===== src/rtl/motoro3_pkg.sv =====
// Shared motoro3 constants: counter widths, sequencer state encoding and the
// commutation-step wrap helper.
package motoro3_pkg;

    localparam int M3_SPD_W         = 25;
    localparam int M3_PWM_W         = 16;
    localparam int M3_STEP_W        = 4;
    localparam int M3_SPLIT_W       = 2;
    localparam int M3_STEP_LAST_DEF = 11;

    localparam logic [1:0] ST_IDLE     = 2'd0;
    localparam logic [1:0] ST_RUN      = 2'd1;
    localparam logic [1:0] ST_STOPPING = 2'd2;

    // Next commutation step, wrapping between last and 0 in either direction.
    function automatic logic [M3_STEP_W-1:0] step_next(
        input logic [M3_STEP_W-1:0] step,
        input logic                 rev,
        input logic [M3_STEP_W-1:0] last
    );
        logic [M3_STEP_W-1:0] nxt;
        if (rev) begin
            nxt = (step == '0) ? last : step - 4'd1;
        end else begin
            nxt = (step == last) ? '0 : step + 4'd1;
        end
        return nxt;
    endfunction

endpackage


===== src/rtl/motoro3_pwm_period_counter.sv =====
// PWM period position counter; period length is latched only when a new
// period starts, so mid-period length changes never truncate a period.
module motoro3_pwm_period_counter
    import motoro3_pkg::*;
(
    input  logic                clk,
    input  logic                nRST,
    input  logic                active_d,
    input  logic                restart,
    input  logic [M3_PWM_W-1:0] len_in,
    output logic [M3_PWM_W-1:0] cnt,
    output logic                period_start,
    output logic                period_last
);

    logic [M3_PWM_W-1:0] cnt_q, cnt_d;
    logic [M3_PWM_W-1:0] len_q, len_d;
    logic                start_q, start_d;

    always_comb begin
        period_last = (cnt_q == len_q - 16'd1);
        cnt_d       = cnt_q;
        len_d       = len_q;
        start_d     = 1'b0;
        if (!active_d) begin
            cnt_d = '0;
        end else if (restart || period_last) begin
            cnt_d   = '0;
            start_d = 1'b1;
            len_d   = (len_in == '0) ? 16'd1 : len_in;
        end else begin
            cnt_d = cnt_q + 16'd1;
        end
    end

    always_ff @(posedge clk or negedge nRST) begin
        if (!nRST) begin
            cnt_q   <= '0;
            len_q   <= '0;
            start_q <= 1'b0;
        end else begin
            cnt_q   <= cnt_d;
            len_q   <= len_d;
            start_q <= start_d;
        end
    end

    assign cnt          = cnt_q;
    assign period_start = start_q;

endmodule


===== src/rtl/motoro3_step_sequencer.sv =====
// Motor commutation step sequencer: split-step timing, step direction and
// PWM period framing for the line-calc block.
//
// state       | meaning
// ------------+-----------------------------------------------------------
// ST_IDLE     | stopped; step/split frozen, PWM and speed counters cleared
// ST_RUN      | stepping and PWM running
// ST_STOPPING | stop requested; keeps stepping until the PWM period ends
module motoro3_step_sequencer
    import motoro3_pkg::*;
#(
    parameter int STEP_LAST = M3_STEP_LAST_DEF
) (
    input  logic                  clk,
    input  logic                  nRST,
    input  logic                  m3r_run,
    input  logic                  m3r_dirRev,
    input  logic [M3_SPD_W-1:0]   m3r_stepCNT_speedSET,
    input  logic [M3_SPLIT_W-1:0] m3r_stepSplitMax,
    input  logic [M3_PWM_W-1:0]   pwmLENpos,
    output logic [M3_STEP_W-1:0]  lcStep,
    output logic [M3_SPLIT_W-1:0] m3LpwmSplitStep,
    output logic [M3_PWM_W-1:0]   pwmCNT,
    output logic                  pwmPeriodStart,
    output logic                  stepAdvance,
    output logic                  seqBusy
);

    localparam logic [M3_STEP_W-1:0] STEP_LAST_V = M3_STEP_W'(STEP_LAST);

    logic [1:0]            state_q, state_d;
    logic [M3_STEP_W-1:0]  step_q, step_d;
    logic [M3_SPLIT_W-1:0] split_q, split_d;
    logic [M3_SPD_W-1:0]   spd_q, spd_d;
    logic [M3_SPD_W-1:0]   spd_sh_q, spd_sh_d;
    logic [M3_SPLIT_W-1:0] split_sh_q, split_sh_d;
    logic                  step_adv_q, step_adv_d;
    logic                  busy_q, busy_d;

    logic [M3_SPD_W-1:0]   spd_last;
    logic                  restart;
    logic                  tick;
    logic                  boundary;
    logic                  period_last;

    always_comb begin
        state_d = state_q;
        case (state_q)
            ST_IDLE:     if (m3r_run) state_d = ST_RUN;
            ST_RUN:      if (!m3r_run) state_d = ST_STOPPING;
            ST_STOPPING: begin
                if (m3r_run)          state_d = ST_RUN;
                else if (period_last) state_d = ST_IDLE;
            end
            default:     state_d = ST_IDLE;
        endcase
    end

    // A split index at or above the shadowed max always ends the step.
    always_comb begin
        restart    = (state_q == ST_IDLE) && (state_d != ST_IDLE);
        spd_last   = (spd_sh_q == '0) ? '0 : spd_sh_q - 25'd1;
        tick       = (state_q != ST_IDLE) && (spd_q == spd_last);
        boundary   = tick && !(split_q < split_sh_q);

        spd_d      = spd_q + 25'd1;
        if ((state_d == ST_IDLE) || restart || tick) spd_d = '0;

        split_d    = split_q;
        step_d     = step_q;
        if (boundary) begin
            split_d = '0;
            step_d  = step_next(step_q, m3r_dirRev, STEP_LAST_V);
        end else if (tick) begin
            split_d = split_q + 2'd1;
        end

        spd_sh_d   = spd_sh_q;
        split_sh_d = split_sh_q;
        if (restart || boundary) begin
            spd_sh_d   = m3r_stepCNT_speedSET;
            split_sh_d = m3r_stepSplitMax;
        end

        step_adv_d = boundary;
        busy_d     = (state_d != ST_IDLE);
    end

    always_ff @(posedge clk or negedge nRST) begin
        if (!nRST) begin
            state_q    <= ST_IDLE;
            step_q     <= '0;
            split_q    <= '0;
            spd_q      <= '0;
            spd_sh_q   <= '0;
            split_sh_q <= '0;
            step_adv_q <= 1'b0;
            busy_q     <= 1'b0;
        end else begin
            state_q    <= state_d;
            step_q     <= step_d;
            split_q    <= split_d;
            spd_q      <= spd_d;
            spd_sh_q   <= spd_sh_d;
            split_sh_q <= split_sh_d;
            step_adv_q <= step_adv_d;
            busy_q     <= busy_d;
        end
    end

    motoro3_pwm_period_counter u_pwm_cnt (
        .clk          (clk),
        .nRST         (nRST),
        .active_d     (state_d != ST_IDLE),
        .restart      (restart),
        .len_in       (pwmLENpos),
        .cnt          (pwmCNT),
        .period_start (pwmPeriodStart),
        .period_last  (period_last)
    );

    assign lcStep          = step_q;
    assign m3LpwmSplitStep = split_q;
    assign stepAdvance     = step_adv_q;
    assign seqBusy         = busy_q;

endmodule


===== config.mk =====
export PLATFORM = sky130hd
export DESIGN_NAME = motoro3_step_sequencer
export DESIGN_NICKNAME = d
export VERILOG_FILES = /design/src/rtl/motoro3_pkg.sv /design/src/rtl/motoro3_pwm_period_counter.sv /design/src/rtl/motoro3_step_sequencer.sv
export SDC_FILE = /design/constraint.sdc
export NUM_CORES = 1
export LEC_CHECK = 0
export CAP_MARGIN = 10
export CELL_PAD_IN_SITES_DETAIL_PLACEMENT = 2
export CELL_PAD_IN_SITES_GLOBAL_PLACEMENT = 2
export CORE_MARGIN = 2
export CORE_UTILIZATION = 30
export DETAILED_ROUTE_END_ITERATION = 7
export MAX_ROUTING_LAYER = met4
export PLACE_DENSITY = 0.8
export SYNTH_ARGS = -nofsm -noshare
export SYNTH_HDL_FRONTEND = slang
export SYNTH_SLANG_ARGS = --single-unit

===== constraint.sdc =====
create_clock -name clk -period 6.1 [get_ports clk]
set_clock_uncertainty 0.15 [all_clocks]
set_input_delay 1.22 -clock clk [delete_from_list [all_inputs] [get_ports clk]]
set_output_delay 1.22 -clock clk [all_outputs]
set_load 0.02 [all_outputs]

==> reports/qor.csv <==
stage;metric;value;unit
worst_hold_path;hp-class;register to register;
global_route;first_global_vias;6564;
power;p_per_area;242;nW/µm²
global_route;met3_usage;2.67;%
synthesis;ys_top_cells_by_count;103 x nor2_1, 95 x dfrtp_1, 51 x nand2_1;
cts;postCtsResizedCells;0;
critical_path;crit_arrival;4.91;ns
timing;slew_headroom;39.3;%
finish;area_growth_syn_to_layout;17.7;%
cts;clkTransAtPathRegs;0.07;ns
routing;antenna_left;0;
cts;cts_buffers;9;
routing;drc;0;
routing;wl_per_cell;19.9;µm
timing;worst_pin_slew;0.911;ns
synthesis;synth_seq_area_share;35.7;%
critical_path;worstSetupPathType;register to register;
power;vdd_drop_max;137;µV
timing;fin_crit_sh;79.0;%
cts;htreeDepth;3;
floorplanning;die_y;153;µm
cts;clkLatencyLatePin;0.36;ns
critical_path;cp.required;6.19;ns
floorplanning;ios;72;
routing;vias_per_cell;5.58;
timing;rsz0062_at_grt;false;
synthesis;synth_nets;819;
global_route;grt.busiest_layer;met2;
global_route;grt_pass1_wl;36200;µm
global_route;grt_usage;19.7;%
timing;tns;0;ns
synthesis;synth-edff-count;0;
global_route;use_met1;24.8;%
cts;cts.sinks;95;
cts;ctsHoldBuffers;0;
cts;postCtsSetupBuffers;0;
floorplanning;core_area;21800;µm²
cts;cts_root_buffer;clkbuf_16;
placed_design;numPortBuffers;71;
floorplanning;die-area;23400;µm²
floorplanning;placement_rows;54;
synthesis;netlist.area_leader.share;35.7;%
placed_design;gp_congestion;0.864;
routing;drt-initial-drc-count;214;
critical_path;critPathCaptureType;register;
synthesis;syn_area_per_cell;8.70;µm²
cts;cts_tree;yes;
timing;max_freq;208;MHz
synthesis;netlist_instances;765;
floorplanning;start_util;30.5;%
synthesis;synth_flop_cell;dfrtp_1;
timing;final-setup-viol-count;0;
cts;clock_path_buffers;2;
synthesis;syn_area;6660;µm²
placed_design;hpwl;16200;µm
timing;hold_viol_final;0;
global_route;met2_usage;33.9;%
synthesis;synth_area_leaders;dfrtp_1 36%, nor2_1 5.8%, xor2_1 4.9%, mux2_4 4.5%, xnor2_1 4.5%;
synthesis;synth-warning-count;0;
routing;first_pass_iters;4;
synthesis;async_flop_share;100;%
global_route;grt_max_degree;69;
timing;min_period;4.82;ns
synthesis;yosys.cell_types.count;73;
routing;wl;21800;µm
timing;fin_hold_ws;0.383;ns
synthesis;yosysMostFrequentCell;nor2_1;
finish;nNetsFinal;861;
synthesis;ys_ff_latch;95;
finish;diodes;0;
routing;via_count;6089;
critical_path;crit_fanout;27;
synthesis;synth_area_leader_cell;dfrtp_1;
finish;layout-drive-gt1-share;8.74;%
global_route;grt_antenna_before_repair;0;
power;leakagePower;3.02;nW
timing;maxSlewViolCount;0;
critical_path;start_kind;register;
floorplanning;die_w;153;µm
status;status;complete, no violations;
job;cap_violations;0;
global_route;overflow;0;
final timing paths:
path                                    start                      to  slack [ns]  depth (start not counted)
worst max register to register    spd_sh_q[0]             spd_sh_q[5]        1.28                         12
max in group asynchronous                nRST  u_pwm_cnt.period_start        4.03                          2
worst min-delay path            split_sh_q[1]           split_sh_q[1]        0.38                          1
worst max-delay path              spd_sh_q[0]             spd_sh_q[5]        1.28                         12
worst min register to register  split_sh_q[1]           split_sh_q[1]        0.38                          1
min in group asynchronous                nRST        u_pwm_cnt.cnt[2]        0.84                          1
per-layer routing:
metal / share of wire [%] / up-vias / routed length [µm]
met2: 51 / 96 / 11100
met5: 0 / - / 0
met4: 1.6 / 0 / 350
li1: - / 2844 / -
met1: 44 / 3130 / 9630
met3: 3.1 / 19 / 666
cells in the final DEF, fill, tap and decap left out, types with 9 or more instances in the layout:
cell type and instances:
nor4_1 19, mux2_2 9, o31ai_1 9, dfrtp_1 95, nand4_1 17, nand3_1 36
o21ai_0 38, clkdlybuf4s50_1 70, clkbuf_16 9, nor2_1 103, xnor2_1 34, a221oi_1 18
inv_1 36, or4_1 12, a21oi_1 17, and3_1 11, nand2_1 51, nor3_1 13
or3_1 14, mux2_4 20, xor2_1 37
critical path, cell delays in order, from the launching register on:
cell     delay (ns)
dfrtp_1        0.44
inv_1          0.09
ha_1           0.22
or4b_1         0.62
or4_4          0.64
or4_1          0.60
nand2_1        0.11
xor2_1         0.08
a211o_1        0.24
or4_4          0.52
o22ai_4        0.16
buf_4          0.42
mux2_2         0.38
stage by stage:
| step | power, mW | cell area [µm²] | instances | util, % | setup slack (ns) |
|---|---|---|---|---|---|
| CTS | 1.92 | 7830 | 1091 | 35.9 | 1.25 |
| floorplan | 1.13 | 6660 | 765 | - | 1.87 |
| global route | 2.01 | 7840 | 1092 | 35.9 | 0.901 |
| finish | 1.90 | 7840 | 1092 | 35.9 | 1.28 |
| global placement | 1.28 | 7520 | 1075 | 34.5 | 1.41 |
| detailed placement | 1.30 | 7520 | 1075 | 34.5 | 1.32 |
where the power goes:
group	leakage [nW]	internal (mW)	switching [mW]
registers	1.18	0.697	0.143
clock network	0.153	0.343	0.262
logic	1.68	0.216	0.236
total	3.02	1.26	0.641
cell type report:
| class | count | area [µm²] |
|---|---|---|
| inverter | 36 | 135 |
| fill | 2468 | 14000 |
| sequential | 95 | 2380 |
| timing repair buffer | 79 | 766 |
| tap | 280 | 350 |
| clock inverter | 4 | 52.6 |
| clock buffer | 12 | 256 |
| multi-input combinational | 586 | 3900 |
logic make-up after synthesis:
| family | after synthesis | share of synthesized area [%] |
|---|---|---|
| buf+inv | 84 | 5.81 |
| simple gates | 327 | 25.6 |
| mux | 34 | 6.78 |
| compound gates | 147 | 15.4 |
| flops | 95 | 35.7 |
| xor+xnor | 71 | 9.34 |
| fa+ha+maj | 7 | 1.32 |
sequential cells by signal, summed over array words and instances, names as in the netlist:
signal	count
lcStep	4
m3LpwmSplitStep	2
seqBusy	1
spd_q	25
spd_sh_q	25
split_sh_q	2
state_q	2
stepAdvance	1
u_pwm_cnt.cnt	16
u_pwm_cnt.len_q	16
u_pwm_cnt.period_start	1
No activity file was read; power rests on OpenSTA's default activity.
